File: src/rtl/matrix_pkg.sv
// -----------------------------------------------------------------------------
// matrix_pkg
// Shared constants and types for the matrix accumulate output path.
//   DATA_WIDTH     : width of one accumulated result word
//   M_SIZE         : maximum words per row (drain buffer depth)
//   OUT_WIDTH      : width of one output byte
//   BYTES_PER_WORD : output bytes emitted per result word
//   CNT_WIDTH      : width of a counter that can hold 0..M_SIZE
//   drain_state_t  : drain FSM states (CSUM exists only when
//                    MATRIX_DRAIN_CHECKSUM_EN is defined)
// -----------------------------------------------------------------------------
package matrix_pkg;

   localparam int DATA_WIDTH     = 16;
   localparam int M_SIZE         = 4;
   localparam int OUT_WIDTH      = 8;
   localparam int BYTES_PER_WORD = DATA_WIDTH / OUT_WIDTH;
   localparam int CNT_WIDTH      = $clog2(M_SIZE + 1);

   typedef enum logic [1:0] {
      FILL  = 2'd0,
      DRAIN = 2'd1
`ifdef MATRIX_DRAIN_CHECKSUM_EN
      ,CSUM = 2'd2
`endif
   } drain_state_t;

   // Index width that stays at least one bit wide for degenerate sizes.
   function automatic int clog2_min1(input int n);
      return (n > 1) ? $clog2(n) : 1;
   endfunction

endpackage

File: src/rtl/matrix_drain_buffer.sv
// -----------------------------------------------------------------------------
// matrix_drain_buffer
// Row buffer for the result drain: M_SIZE x DATA_WIDTH register array with a
// synchronous write port and a combinational read port. Contents are not reset.
//   clock   : system clock
//   wr_en   : write strobe
//   wr_idx  : write entry index
//   wr_data : word to store
//   rd_idx  : read entry index
//   rd_data : word at rd_idx (combinational)
// -----------------------------------------------------------------------------
module matrix_drain_buffer #(
   parameter int DATA_WIDTH = matrix_pkg::DATA_WIDTH,
   parameter int M_SIZE     = matrix_pkg::M_SIZE,
   parameter int IDX_WIDTH  = matrix_pkg::clog2_min1(matrix_pkg::M_SIZE)
) (
   input  logic                  clock,
   input  logic                  wr_en,
   input  logic [IDX_WIDTH-1:0]  wr_idx,
   input  logic [DATA_WIDTH-1:0] wr_data,
   input  logic [IDX_WIDTH-1:0]  rd_idx,
   output logic [DATA_WIDTH-1:0] rd_data
);

   logic [DATA_WIDTH-1:0] mem [M_SIZE];

   always_ff @(posedge clock) begin
      if (wr_en) begin
         mem[wr_idx] <= wr_data;
      end
   end

   assign rd_data = mem[rd_idx];

endmodule

File: src/rtl/matrix_result_drain.sv
// -----------------------------------------------------------------------------
// matrix_result_drain
// Captures one row of accumulator results (up to M_SIZE words) and streams it
// out least-significant byte first over a valid/ready byte interface.
// Optional feature: define MATRIX_DRAIN_CHECKSUM_EN to append one XOR checksum
// byte of all data bytes after the row; out_last then marks the checksum byte.
//   clock     : system clock
//   reset     : asynchronous, active-low reset
//   in_valid  : result word present on in_data
//   in_data   : accumulated result word
//   in_last   : in_data is the final word of the row
//   in_ready  : drain can accept a word (FILL state)
//   out_valid : byte present on out_data
//   out_data  : output byte (zero when out_valid is low)
//   out_last  : final byte of the row (zero when out_valid is low)
//   out_ready : downstream accepts the byte
//   busy      : not FILL, or words already captured
// -----------------------------------------------------------------------------
module matrix_result_drain #(
   parameter int DATA_WIDTH = matrix_pkg::DATA_WIDTH,
   parameter int M_SIZE     = matrix_pkg::M_SIZE,
   parameter int OUT_WIDTH  = matrix_pkg::OUT_WIDTH
) (
   input  logic                  clock,
   input  logic                  reset,
   input  logic                  in_valid,
   input  logic [DATA_WIDTH-1:0] in_data,
   input  logic                  in_last,
   output logic                  in_ready,
   output logic                  out_valid,
   output logic [OUT_WIDTH-1:0]  out_data,
   output logic                  out_last,
   input  logic                  out_ready,
   output logic                  busy
);

   import matrix_pkg::*;

   localparam int BPW = DATA_WIDTH / OUT_WIDTH;
   localparam int CW  = $clog2(M_SIZE + 1);
   localparam int IW  = matrix_pkg::clog2_min1(M_SIZE);
   localparam int BW  = matrix_pkg::clog2_min1(BPW);

   drain_state_t          state;
   drain_state_t          next_state;
   logic                  out_valid_q;
   logic [CW-1:0]         wr_cnt;
   logic [CW-1:0]         rd_idx;
   logic [BW-1:0]         byte_sel;
   logic [DATA_WIDTH-1:0] rd_word;
   logic [OUT_WIDTH-1:0]  cur_byte;
   logic                  accept;
   logic                  row_done;
   logic                  out_hs;
   logic                  last_byte;
   logic                  last_word;
   logic                  data_end;
`ifdef MATRIX_DRAIN_CHECKSUM_EN
   logic [OUT_WIDTH-1:0]  csum;
`endif

   // Handshake and position decode
   assign accept    = in_valid && (state == FILL);
   assign row_done  = accept && (in_last || (wr_cnt == CW'(M_SIZE - 1)));
   assign out_hs    = out_valid_q && out_ready;
   assign last_byte = (byte_sel == BW'(BPW - 1));
   assign last_word = (rd_idx == (wr_cnt - CW'(1)));
   assign data_end  = (state == DRAIN) && last_byte && last_word;

   matrix_drain_buffer #(
      .DATA_WIDTH (DATA_WIDTH),
      .M_SIZE     (M_SIZE),
      .IDX_WIDTH  (IW)
   ) u_buffer (
      .clock   (clock),
      .wr_en   (accept),
      .wr_idx  (wr_cnt[IW-1:0]),
      .wr_data (in_data),
      .rd_idx  (rd_idx[IW-1:0]),
      .rd_data (rd_word)
   );

   // Byte lane select, LSB lane first
   always_comb begin
      cur_byte = '0;
      for (int unsigned b = 0; b < BPW; b++) begin
         if (byte_sel == BW'(b)) begin
            cur_byte = rd_word[b*OUT_WIDTH +: OUT_WIDTH];
         end
      end
   end

   // State register; out_valid is registered alongside the state
   always_ff @(posedge clock or negedge reset) begin
      if (!reset) begin
         state       <= FILL;
         out_valid_q <= 1'b0;
      end else begin
         state       <= next_state;
         out_valid_q <= (next_state != FILL);
      end
   end

   // Next-state logic
   always_comb begin
      next_state = state;
      case (state)
         FILL: begin
            if (row_done) begin
               next_state = DRAIN;
            end
         end
         DRAIN: begin
            if (out_hs && data_end) begin
`ifdef MATRIX_DRAIN_CHECKSUM_EN
               next_state = CSUM;
`else
               next_state = FILL;
`endif
            end
         end
`ifdef MATRIX_DRAIN_CHECKSUM_EN
         CSUM: begin
            if (out_hs) begin
               next_state = FILL;
            end
         end
`endif
         default: next_state = FILL;
      endcase
   end

   // Word/byte counters. They clear on the last data byte, so in CSUM the
   // only live datapath state is the checksum register.
   always_ff @(posedge clock or negedge reset) begin
      if (!reset) begin
         wr_cnt   <= '0;
         rd_idx   <= '0;
         byte_sel <= '0;
      end else begin
         case (state)
            FILL: begin
               if (accept) begin
                  wr_cnt <= wr_cnt + CW'(1);
               end
            end
            DRAIN: begin
               if (out_hs) begin
                  if (last_byte) begin
                     byte_sel <= '0;
                     if (last_word) begin
                        wr_cnt <= '0;
                        rd_idx <= '0;
                     end else begin
                        rd_idx <= rd_idx + CW'(1);
                     end
                  end else begin
                     byte_sel <= byte_sel + BW'(1);
                  end
               end
            end
            default: ;
         endcase
      end
   end

`ifdef MATRIX_DRAIN_CHECKSUM_EN
   // Running XOR of every data byte handed off; cleared while filling.
   always_ff @(posedge clock or negedge reset) begin
      if (!reset) begin
         csum <= '0;
      end else if (state == FILL) begin
         csum <= '0;
      end else if ((state == DRAIN) && out_hs) begin
         csum <= csum ^ cur_byte;
      end
   end
`endif

   // Output logic
   always_comb begin
      in_ready = (state == FILL);
      busy     = (state != FILL) || (wr_cnt != '0);
      out_data = '0;
      out_last = 1'b0;
      if (out_valid_q) begin
         case (state)
            DRAIN: begin
               out_data = cur_byte;
`ifdef MATRIX_DRAIN_CHECKSUM_EN
               out_last = 1'b0;
`else
               out_last = last_byte && last_word;
`endif
            end
`ifdef MATRIX_DRAIN_CHECKSUM_EN
            CSUM: begin
               out_data = csum;
               out_last = 1'b1;
            end
`endif
            default: ;
         endcase
      end
   end

   assign out_valid = out_valid_q;

endmodule

File: config.mk
export PLATFORM = sky130hd
export DESIGN_NAME = matrix_result_drain
export DESIGN_NICKNAME = d
export VERILOG_FILES = /design/src/rtl/matrix_pkg.sv /design/src/rtl/matrix_drain_buffer.sv /design/src/rtl/matrix_result_drain.sv
export SDC_FILE = /design/constraint.sdc
export NUM_CORES = 1
export LEC_CHECK = 0
export CAP_MARGIN = 20
export CORE_ASPECT_RATIO = 0.7
export CORE_MARGIN = 2
export CORE_UTILIZATION = 45
export DETAILED_ROUTE_END_ITERATION = 12
export PLACE_DENSITY = 0.74
export SLEW_MARGIN = 0
export SYNTH_ARGS = -nofsm -noshare
export SYNTH_HDL_FRONTEND = slang
export SYNTH_SLANG_ARGS = --single-unit
File: constraint.sdc
create_clock -name clock -period 2.6 [get_ports clock]
set_clock_uncertainty 0.1 [all_clocks]
set_input_delay 0.65 -clock clock [delete_from_list [all_inputs] [get_ports clock]]
set_output_delay 0.65 -clock clock [all_outputs]
set_load 0.05 [all_outputs]
==> flow_summary.ini <==
[sta]
tightest_slew_ns = 0.506
finalHoldViolCount = 0
max-slew-margin-rel_pct = 66.2
fmax_ghz = 0.385
rsz0062_at_grt = true
setup_viol = 1
timing.hold.ws_ns = 0.468
drv_slew = 0
setup_ws_ns = -0.000582
finalCritPeriodShare_pct = 100
min_period_ns = 2.60

[grt]
use_met2_pct = 24.8
grt.met3_usage_pct = 4.94
gr-total-overflow = 0
grt_pass1_vias = 1815
antenna_found_initial = 0
use_met1_pct = 23.5
grt_pass1_wl_mm = 9.46
grt_max_degree = 18
grt_usage_pct = 16.5
grt_busiest_layer = met2

[floorplanning]
dieArea_sq_um = 7850
dieWidth_um = 105
initial_core_util_pct = 47.0
ioPinCount = 33
fp.dieH_um = 74.7
num_rows = 25
floorplan.core_area_sq_um = 6850

[worst_hold_path]
min-delay-path-class = flop to flop

[route]
routedWlPerCell_um = 17.0
ant_nets = 0
drc = 0
drtIter0Drc = 106
drt_wl_total_mm = 5.99
first_pass_iters = 4
viasPerCell = 5.20
vias = 1837

[place]
dp_hpwl_mm = 3.97
gp_congestion = 0.823
portBuffers = 32
placed_cells = 332

[clocking]
numCtsBuffers = 9
cts_buffer_depth = 2
root_buffer = clkbuf_8
h-tree-depth = 3
clock_latency_ns = 0.32
cts.sinks = 74
cts_tree = built
ctsHoldBuffers = 0
clk_pin_slew_worst_paths_ns = 0.07

[pwr]
power-per-cell-area_nw_per_um2 = 819
leakagePower_uw = 0.00145
ir_drop_mv = 0.394

[worst_setup_path]
critPathCaptureType = primary output
crit_arrival_ns = 1.85
cp_common_cell = ha_4
cp_slowest_cell = dfrtp_1
crit_chain = inv_2 -> ha_4 -> ha_4 -> xnor2_4 -> nor3_2 -> and3_4 -> buf_12
cpPeakStageDelay_ns = 0.39
critPathRequiredTime_ns = 1.85
cp_max_fo = 3
crit_type = flop to primary output
startpoint_type = flop

[synthesis]
ys_ff_latch = 74
synthesis.area_sq_um = 3220
synth_ff_type = edfxtp_1
synthTopCellsByCount = edfxtp_1, mux2i_1, a22oi_1, and3_1, dfrtp_1
async_flop_share_pct = 13.5
synthCells = 205
yosysTopAreaCellShare_pct = 59.7
syn-num-nets = 233
synth_edf_count = 64
avgSynthCellArea_sq_um = 15.7
yosysUniqueCellTypes = 40
ys_seq_area_share_pct = 67.5
yosysTopAreaCell = edfxtp_1
synth_area_leaders = edfxtp_1, mux2i_1, dfrtp_1
yosysWarnings = 0
yosysMostFrequentCell = edfxtp_1

[finish]
final_cells = 353
fill_cells = 517
area_growth_pct = 29.2
antenna_cells = 0
drive_above_1_share_pct = 22.0
multi_input_area_sq_um = 1030
register_area_sq_um = 2170
nNetsFinal = 283

[run_status]
violations = setup timing
status = complete, but fails checks

[run]
maxCapViolations = 0
## worst max-delay path, delay by kind of cell, from the launching register on
| kind | cells | cell delay (ns) |
|---|---|---|
| flip-flops | 1 | 0.39 |
| XOR/XNOR | 1 | 0.13 |
| buffers and inverters | 2 | 0.23 |
| AND/OR/NAND/NOR | 2 | 0.42 |
| adder cells (fa/ha/maj) | 2 | 0.36 |
## report_power, final
part           internal [uW]  switching (uW)  total (uW)  leakage (uW)
combinational            488             528        1020      0.000648
clock                    530             369         899     0.0000985
sequential              1420            74.5        1490      0.000699
## cells in the final DEF, fill, tap and decap left out, types with 3 or more instances in the layout
cell type,n
nand2_1,5
and2_1,4
and3b_1,3
dfrtp_1,8
o41ai_1,3
o21ai_0,3
inv_2,3
nand3_1,4
a22oi_1,16
mux2i_1,33
buf_12,15
ha_1,5
edfxtp_1,64
clkbuf_8,9
buf_4,12
and3_1,9
clkdlybuf4s50_1,21
## registers in the layout, summed over array words and instances, names as in the netlist
name          cells
byte_sel          1
u_buffer.mem     64
out_valid         1
state             2
wr_cnt            3
rd_idx            3
## per-stage QoR
stage	util [%]	worst slack [ns]	instance area (sq um)	setup TNS [ns]	power, uW
final	60.7	-0.000582	4160	-0.000582	3410
after floorplan	-	0.00604	3220	0	2010
after global placement	56.1	0.153	3840	0	2310
after global routing	60.7	-0.0915	4160	-0.0915	3570
after CTS	59.5	-0.0426	4080	-0.0426	3260
after detailed placement	56.1	0.120	3840	0	2330
## worst paths after layout
kind | start | to | slack, ns | cells past startpoint
setup / recovery | wr_cnt[0] | out_last | -0.0006 | 7
hold / removal | wr_cnt[2] | wr_cnt[2] | 0.47 | 2
setup reg to reg | wr_cnt[0] | wr_cnt[0] | 0.63 | 7
hold reg to reg | wr_cnt[2] | wr_cnt[2] | 0.47 | 2
max in group asynchronous | reset | rd_idx[0] | 1.47 | 1
min in group asynchronous | reset | state[0] | 0.56 | 1
## area by class of cell
type                       instances  share of cell area, %
sequential                        74                   52.3
clock inverter                     4                   1.63
timing repair buffer              50                   14.9
clock buffer                      11                   3.16
multi-input combinational        115                   24.7
tap                               94                   2.83
inverter                           5                  0.451
## metal layers
metal | share of wire, % | vias up
li1 | - | 900
met1 | 48 | 886
met2 | 46 | 49
met3 | 6.3 | 2
met4 | 0.40 | 0
met5 | 0 | -
## what timing repair did
item,4_1_cts,5_1_grt
gates resized for setup,6,12
pin swaps,1,3
endpoints found under the setup margin,10,9
endpoints found under the hold margin,0,0
setup buffers,2,4
## cell families (layout without fill, tap and decap cells)
kind of cell    count (synthesis)  after routing  share of synthesized area, %
xor+xnor                        4              4                          1.56
simple gates                   38             38                          7.20
mux                            33             33                          10.3
flops                          74             74                          67.5
compound gates                 32             32                          7.86
buf+inv                        16             70                          2.76
fa+ha+maj                       7              7                          2.72
other cells                     1              1                         0.117
Note: power is estimated with default switching activity, not from simulation.
